## config.mk

```make
export PLATFORM = sky130hd
export DESIGN_NAME = wb_cmd_master
export DESIGN_NICKNAME = d
export VERILOG_FILES = /design/src/rtl/wb_cmd_master.sv
export SDC_FILE = /design/constraint.sdc
export NUM_CORES = 1
export LEC_CHECK = 0
export BUFFER_PORTS_ARGS = -buffer_cell sky130_fd_sc_hd__buf_4
export CORE_MARGIN = 2
export CORE_UTILIZATION = 35
export DETAILED_ROUTE_END_ITERATION = 7
export PLACE_DENSITY = 0.72
export SLEW_MARGIN = 20
export SYNTH_ARGS = -nofsm -noshare
export SYNTH_HDL_FRONTEND = slang
export SYNTH_SLANG_ARGS = --single-unit
```

## constraint.sdc

```tcl
create_clock -name clk -period 3.2 [get_ports clk]
set_clock_uncertainty 0.2 [all_clocks]
set_input_delay 0 -clock clk [delete_from_list [all_inputs] [get_ports clk]]
set_output_delay 0 -clock clk [all_outputs]
set_load 0.005 [all_outputs]
```

## src/rtl/wb_cmd_master.sv

```systemverilog
// Single-outstanding Wishbone classic initiator: one valid/ready command becomes
// one bus cycle, and that cycle yields exactly one response (read data or timeout).
module wb_cmd_master #(
  parameter int unsigned TIMEOUT_CYCLES = 255,
  parameter int unsigned ADR_W          = 32
) (
  input  logic             clk,
  input  logic             reset,
  input  logic             cmd_valid,
  output logic             cmd_ready,
  input  logic             cmd_we,
  input  logic [ADR_W-1:0] cmd_adr,
  input  logic [31:0]      cmd_dat,
  input  logic [3:0]       cmd_sel,
  output logic             rsp_valid,
  input  logic             rsp_ready,
  output logic [31:0]      rsp_dat,
  output logic             rsp_err,
  output logic             wb_cyc_o,
  output logic             wb_stb_o,
  output logic             wb_we_o,
  output logic [ADR_W-1:0] wb_adr_o,
  output logic [3:0]       wb_sel_o,
  output logic [31:0]      wb_dat_o,
  input  logic [31:0]      wb_dat_i,
  input  logic             wb_ack_i,
  output logic             busy,
  output logic [15:0]      timeout_cnt
);

  typedef enum logic [1:0] {IDLE, BUS, RESP} state_t;

  // Wait counter value seen during the last strobe cycle before abort.
  localparam logic [15:0] WAIT_LAST = 16'(TIMEOUT_CYCLES - 1);

  state_t             state_q, state_d;
  logic [15:0]        wait_q, wait_d;
  logic               cyc_q, cyc_d;
  logic               stb_q, stb_d;
  logic               we_q, we_d;
  logic [ADR_W-1:0]   adr_q, adr_d;
  logic [3:0]         sel_q, sel_d;
  logic [31:0]        dat_q, dat_d;
  logic               rsp_valid_q, rsp_valid_d;
  logic [31:0]        rsp_dat_q, rsp_dat_d;
  logic               rsp_err_q, rsp_err_d;
  logic [15:0]        tcnt_q, tcnt_d;

  assign cmd_ready   = (state_q == IDLE);
  assign busy        = (state_q != IDLE);
  assign wb_cyc_o    = cyc_q;
  assign wb_stb_o    = stb_q;
  assign wb_we_o     = we_q;
  assign wb_adr_o    = adr_q;
  assign wb_sel_o    = sel_q;
  assign wb_dat_o    = dat_q;
  assign rsp_valid   = rsp_valid_q;
  assign rsp_dat     = rsp_dat_q;
  assign rsp_err     = rsp_err_q;
  assign timeout_cnt = tcnt_q;

  always_comb begin
    state_d     = state_q;
    wait_d      = wait_q;
    cyc_d       = cyc_q;
    stb_d       = stb_q;
    we_d        = we_q;
    adr_d       = adr_q;
    sel_d       = sel_q;
    dat_d       = dat_q;
    rsp_valid_d = rsp_valid_q;
    rsp_dat_d   = rsp_dat_q;
    rsp_err_d   = rsp_err_q;
    tcnt_d      = tcnt_q;

    case (state_q)
      IDLE: begin
        if (cmd_valid) begin
          we_d    = cmd_we;
          adr_d   = cmd_adr;
          dat_d   = cmd_dat;
          sel_d   = cmd_sel;
          cyc_d   = 1'b1;
          stb_d   = 1'b1;
          wait_d  = '0;
          state_d = BUS;
        end
      end

      BUS: begin
        // Ack is checked first so an ack in the final wait cycle still completes cleanly.
        if (wb_ack_i) begin
          cyc_d       = 1'b0;
          stb_d       = 1'b0;
          we_d        = 1'b0;
          rsp_dat_d   = we_q ? 32'h0 : wb_dat_i;
          rsp_err_d   = 1'b0;
          rsp_valid_d = 1'b1;
          state_d     = RESP;
        end else if (wait_q == WAIT_LAST) begin
          cyc_d       = 1'b0;
          stb_d       = 1'b0;
          we_d        = 1'b0;
          rsp_dat_d   = 32'h0;
          rsp_err_d   = 1'b1;
          rsp_valid_d = 1'b1;
          if (tcnt_q != 16'hFFFF) begin
            tcnt_d = tcnt_q + 16'd1;
          end
          state_d     = RESP;
        end else begin
          wait_d = wait_q + 16'd1;
        end
      end

      RESP: begin
        if (rsp_ready) begin
          rsp_valid_d = 1'b0;
          state_d     = IDLE;
        end
      end

      default: state_d = IDLE;
    endcase
  end

  always_ff @(posedge clk) begin
    if (reset) begin
      state_q     <= IDLE;
      wait_q      <= '0;
      cyc_q       <= 1'b0;
      stb_q       <= 1'b0;
      we_q        <= 1'b0;
      adr_q       <= '0;
      sel_q       <= '0;
      dat_q       <= '0;
      rsp_valid_q <= 1'b0;
      rsp_dat_q   <= '0;
      rsp_err_q   <= 1'b0;
      tcnt_q      <= '0;
    end else begin
      state_q     <= state_d;
      wait_q      <= wait_d;
      cyc_q       <= cyc_d;
      stb_q       <= stb_d;
      we_q        <= we_d;
      adr_q       <= adr_d;
      sel_q       <= sel_d;
      dat_q       <= dat_d;
      rsp_valid_q <= rsp_valid_d;
      rsp_dat_q   <= rsp_dat_d;
      rsp_err_q   <= rsp_err_d;
      tcnt_q      <= tcnt_d;
    end
  end

endmodule

```

==> impl_metrics.py, run 1 <==
metrics = {
    "sta": {
        "fin_ws_ps": 562.9,
        "rsz0062_at_grt": "no",
        "setup_violations": 0,
        "fmax_mhz": 379.2,
        "tns_ps": 0,
        "finalCriticalPeriod_ps": 2637,
        "maxSlewHeadroom_pct": 51.84,
        "period_share_pct": 82.41,
        "hold_viol": 0,
        "finalMaxSlewViolations": 0,
        "tightest_slew_ps": 722.4,
    },
    "global_routing": {
        "grt_pass1_vias": 5967,
        "grt_use_total_pct": 21.34,
        "antenna_found_initial": 0,
        "grt_pass1_wl_um": 28810,
        "grt_start_max_net_pins": 70,
        "overflow": 0,
    },
    "clock_tree": {
        "path_clk_slew_ps": 60,
        "root_buffer": "clkbuf_16",
        "ctsResizeCount": 0,
        "tritoncts": "yes",
        "cts_num_sinks": 138,
        "cts_setup_buffers": 0,
        "postCtsHoldBufs": 119,
        "htreeDepth": 4,
        "clockBufferDepth": 2,
        "cts_buffers": 17,
        "worst_skew_pair.late_latency_ps": 410,
    },
    "finish": {
        "fillCellCount": 1297,
        "final_area_um2": 9258,
        "fin_nets": 1128,
        "area_growth_pct": 65.82,
        "drive_gt1_share_pct": 26.96,
        "regArea_um2": 2763,
        "utilization_pct": 58.92,
        "diodes": 0,
        "multi_input_area_um2": 2616,
    },
    "yosys": {
        "syn_avg_cell_area_um2": 8.056,
        "synth_area_leaders": "dfxtp_1 (49%), nand2_1 (11%), a21oi_1 (8.2%)",
        "synth_edf_count": 0,
        "syn_area_um2": 5583,
        "ys_ff_latch": 138,
        "synthesis.instances": 693,
        "synth-main-ff-cell": "dfxtp_1",
        "yosys_warnings": 0,
        "synth_top_area_share_pct": 49.48,
        "synth_largest_area_cell": "dfxtp_1",
        "synth_fp_nets": 802,
        "synth_seq_area_share_pct": 49.48,
        "async_reset_ff_share_pct": 0,
        "synthDistinctLibCells": 48,
    },
    "die": {
        "die_w_um": 130.3,
        "die-area_um2": 16980,
        "die_y_um": 130.3,
        "io_pins": 229,
        "rows": 46,
        "start_util_pct": 35.53,
        "design.core.area_um2": 15710,
    },
    "critical_path": {
        "required_ps": 3350,
        "cp-end-kind": "register",
        "critical-path-max-stage-delay_ps": 560,
        "startpoint_type": "register",
        "path_max_fanout": 69,
        "critPathBufInv": 2,
        "cp_top_family": "buffers and inverters",
        "critPathArrivalTime_ps": 2790,
        "crit_slowest_cell": "dlygate4sd3_1",
        "crit_chain": "nor2_1 > and2_2 > buf_4 > nand2_1 > a21oi_1 > dlygate4sd3_1",
        "critical_path_class": "register to register",
    },
    "pwr": {
        "power_density_nw_per_um2": 476.9,
        "power_leakage_nw": 3.831,
        "p_total_w": 0.004415,
        "max-vdd-ir-drop_v": 0.0003999,
    },
    "placement": {
        "io_buffers": 228,
        "dpl_worst_slack_ps": 763.8,
        "dpl-instance-area_um2": 7463,
        "gp_congestion": 0.9086,
        "hpwl_um": 11110,
    },
    "drt": {
        "routed_wirelength_um": 18500,
        "via_per_inst": 4.998,
        "final_antenna_net_count": 0,
        "wl_per_cell_um": 14.84,
        "drt_pre_antenna_iters": 5,
        "drc": 0,
        "drt_iter0_markers": 347,
        "num_vias": 6233,
    },
    "run": {
        "cap_violations": 0,
    },
    "hold_path": {
        "hold_class": "input pin to register",
    },
    "outcome": {
        "status": "finished, final reports clean",
    },
}
[cells in the final DEF (no fill, tap or decap), types with 3 or more instances in the layout]
master / instances
buf_4: 236
nand2_1: 164
dfxtp_1: 138
dlygate4sd3_1: 119
a21oi_1: 91
nand3_1: 46
o21ai_0: 40
nand2b_1: 36
nor2_1: 25
clkbuf_16: 17
nand4_1: 9
a31oi_1: 9
o41ai_1: 8
nand4b_1: 8
or4_1: 7
inv_1: 6
and4_1: 5
clkinvlp_4: 5
nor2b_1: 4
o31ai_1: 4
o211ai_1: 4
nor3_1: 4
and3_1: 3
ha_1: 3
bufinv_16: 3
[where the power goes]
part / switching [W] / total (W) / internal (W)
logic: 0.000263 / 0.000590 / 0.000327
registers: 0.0000414 / 0.00183 / 0.00179
clock network: 0.000733 / 0.00199 / 0.00126
[registers in the layout, summed over array words and instances, names as in the netlist, 2 cells and up]
name and count:
rsp_dat 32, wb_adr_o 32, wb_dat_o 32, timeout_cnt 16, wait_q 16, wb_sel_o 4, state_q 2
[cells by family after synthesis]
family | count (synthesis) | synth area share [%]
XOR/XNOR | 1 | 0.1569
AO/OA/AOI/OAI | 168 | 16.88
flip-flops | 138 | 49.48
buffers and inverters | 55 | 4.057
multiplexers | 2 | 0.4034
AND/OR/NAND/NOR | 326 | 28.35
adder cells (fa/ha/maj) | 3 | 0.6724
[stage by stage]
stage	instances	hold slack [ps]
2_1_floorplan	693	-69.62
3_3_place_gp	1097	15.04
3_5_place_dp	1097	21.81
4_1_cts	1247	135.5
5_1_grt	1247	155.8
6_report	1247	152.2
[tightest hold or removal path, cell delays in order]
cell	delay, ps
dlygate4sd3_1	520
buf_4	100
nand3_1	50
o21ai_0	60
[cell type report]
cell class,instances,share of cell area (%)
Multi-Input combinational cell,500,28.26
Sequential cell,138,29.84
Clock inverter,11,1.581
Clock buffer,20,4.933
Timing Repair Buffer,356,32.22
Tap cell,216,2.919
Inverter,6,0.2433
[cells in the mapped netlist (all sizes together), types with 6 or more instances]
master / n
nand2b: 36
o41ai: 8
dfxtp: 138
nor3: 6
clkbuf: 38
buf: 11
nand4b: 8
nand3: 47
a21oi: 91
inv: 6
o21ai: 41
a31oi: 9
nand4: 9
or4: 7
nor2: 25
nand2: 165
[routing by layer]
layer | track usage, % | share of wire (%) | routed length, µm
met1 | 24.83 | 39 | 7209
met2 | 36.83 | 51 | 9476
met3 | 6.724 | 7.1 | 1322
met4 | 7.970 | 2.7 | 494
met5 | 0 | 0 | 0
[final timing paths]
| path | from | end | slack, ps | cells after the start |
|---|---|---|---|---|
| max | state_q[1] | wb_dat_o[15] | 560 | 6 |
| min | wb_dat_i[19] | rsp_dat[19] | 150 | 4 |
| max reg2reg | state_q[1] | wb_dat_o[15] | 560 | 6 |
| min reg2reg | wb_dat_o[1] | wb_dat_o[1] | 250 | 2 |
(Power assumes the default switching activity.)
==> run 2, diff against run 1 <==
==> constraint.sdc (replaced) <==
create_clock -name clk -period 2.7 [get_ports clk]
set_clock_uncertainty 0.2 [all_clocks]
set_input_delay 0 -clock clk [delete_from_list [all_inputs] [get_ports clk]]
set_output_delay 0 -clock clk [all_outputs]
set_load 0.005 [all_outputs]
==> impl_metrics.py, run 2 (synthesized netlist as in run 1, its figures left out) <==
metrics = {
    "drt": {
        "drt_pre_antenna_iters": 5,
        "via_per_inst": 4.986,
        "drt_iter0_markers": 454,
        "final_antenna_net_count": 0,
        "routed_wirelength_um": 19430,
        "drc": 0,
        "num_vias": 6387,
        "wl_per_cell_um": 15.17,
    },
    "placement": {
        "dp_cells": 1100,
        "io_buffers": 228,
        "hpwl_um": 11310,
        "dpl_worst_slack_ps": 299.6,
        "dpl-instance-area_um2": 7486,
        "gp_congestion": 0.8586,
    },
    "die": {
        "io_pins": 229,
        "die-area_um2": 16980,
        "start_util_pct": 35.53,
        "rows": 46,
        "die_w_um": 130.3,
        "die_y_um": 130.3,
        "design.core.area_um2": 15710,
    },
    "global_routing": {
        "grt_pass1_vias": 6157,
        "grt_start_max_net_pins": 69,
        "grt_pass1_wl_um": 29590,
        "antenna_found_initial": 0,
        "overflow": 0,
        "grt_use_total_pct": 21.89,
    },
    "clock_tree": {
        "clockBufferDepth": 2,
        "htreeDepth": 4,
        "path_clk_slew_ps": 60,
        "root_buffer": "clkbuf_16",
        "tritoncts": "yes",
        "cts_num_sinks": 138,
        "cts_buffers": 17,
        "worst_skew_pair.late_latency_ps": 410,
    },
    "finish": {
        "final_cell_mix": "buf_4 (242), nand2_1 (164), dlygate4sd3_1 (144)",
        "fillCellCount": 1270,
        "finalNonFillerCells": 1281,
        "final_area_um2": 9543,
        "drive_gt1_share_pct": 26.79,
        "area_growth_pct": 70.93,
        "multi_input_area_um2": 2624,
        "regArea_um2": 2763,
        "final_common_cell": "buf_4",
        "utilization_pct": 60.73,
        "fin_nets": 1160,
    },
    "pwr": {
        "power_density_nw_per_um2": 534.6,
        "max-vdd-ir-drop_v": 0.0003883,
        "power_leakage_nw": 4.028,
    },
    "sta": {
        "finalCriticalPeriod_ps": 2592,
        "fmax_mhz": 385.8,
        "tightest_slew_ps": 678.2,
        "hold_ws_ps": 176.4,
        "fin_ws_ps": 108.2,
        "rsz0062_at_grt": "yes",
        "period_share_pct": 95.99,
        "hold_viol": 0,
        "setup_violations": 0,
        "finalMaxSlewViolations": 0,
        "maxSlewHeadroom_pct": 54.44,
    },
    "critical_path": {
        "startpoint_type": "register",
        "crit_chain": "ha_1 > nor2b_4 > nand3_2 > o31ai_4 > buf_4 > clkbuf_16 > nand3_1 > o21ai_0 > dlygate4sd3_1",
        "critical-path-max-stage-delay_ps": 560,
        "required_ps": 2850,
        "critPathArrivalTime_ps": 2740,
        "cp_top_family": "buffers and inverters",
        "critical_path_class": "register to register",
        "critPathBufInv": 3,
        "cp-end-kind": "register",
        "path_max_fanout": 34,
        "crit_slowest_cell": "dlygate4sd3_1",
    },
    "run": {
        "cap_violations": 0,
    },
    "hold_path": {
        "hold_class": "input pin to register",
    },
    "outcome": {
        "status": "finished, final reports clean",
    },
}
## run 2: report_power, final
part / internal [W] / switching (W) / total (W)
combinational: 0.000408 / 0.000321 / 0.000729
clock: 0.00132 / 0.000887 / 0.00220
sequential: 0.00212 / 0.0000474 / 0.00217
total: 0.00385 / 0.00126 / 0.00510
## run 2: repair_timing
item,4_1_cts,5_1_grt
endpoints found under the setup margin,0,26
setup buffers,0,3
hold buffers,144,0
resized for setup,0,2
hold endpoints to repair,123,0
## run 2: worst paths after layout
kind | start | slack (ps) | to | cells after the start
worst max-delay path | wait_q[1] | 110 | rsp_dat[12] | 9
worst min-delay path | wb_dat_i[3] | 180 | rsp_dat[3] | 4
worst max register to register | wait_q[1] | 110 | rsp_dat[12] | 9
worst min register to register | wb_dat_o[1] | 250 | wb_dat_o[1] | 2
## run 2: final cells by class
| cell class | count | share of cell area (%) |
|---|---|---|
| inverter | 6 | 0.2360 |
| antenna | 1 | 0.02622 |
| timing repair buffer | 388 | 34.61 |
| clock inverter | 10 | 0.9833 |
| multi-input combinational | 500 | 27.49 |
| sequential | 138 | 28.95 |
| clock buffer | 22 | 4.864 |
| tap | 216 | 2.832 |
## run 2: worst min-delay path: cells and delay by family
kind	cells	cell delay, ps
buffers and inverters	2	630
AO/OA/AOI/OAI	1	70
AND/OR/NAND/NOR	1	60
## run 2: metrics by stage
stage          power, W  TNS [ps]
2_1_floorplan  0.002436         0
3_3_place_gp   0.002758         0
3_5_place_dp   0.002764         0
4_1_cts        0.005118         0
5_1_grt        0.005291    -134.2
6_report       0.005102         0
## run 2: routing by layer
layer  global-route usage [%]  share of wire, %
met5                        0                 0
met4                    10.63               3.3
met3                    6.724               6.7
met2                    37.51                51
met1                    24.82                39
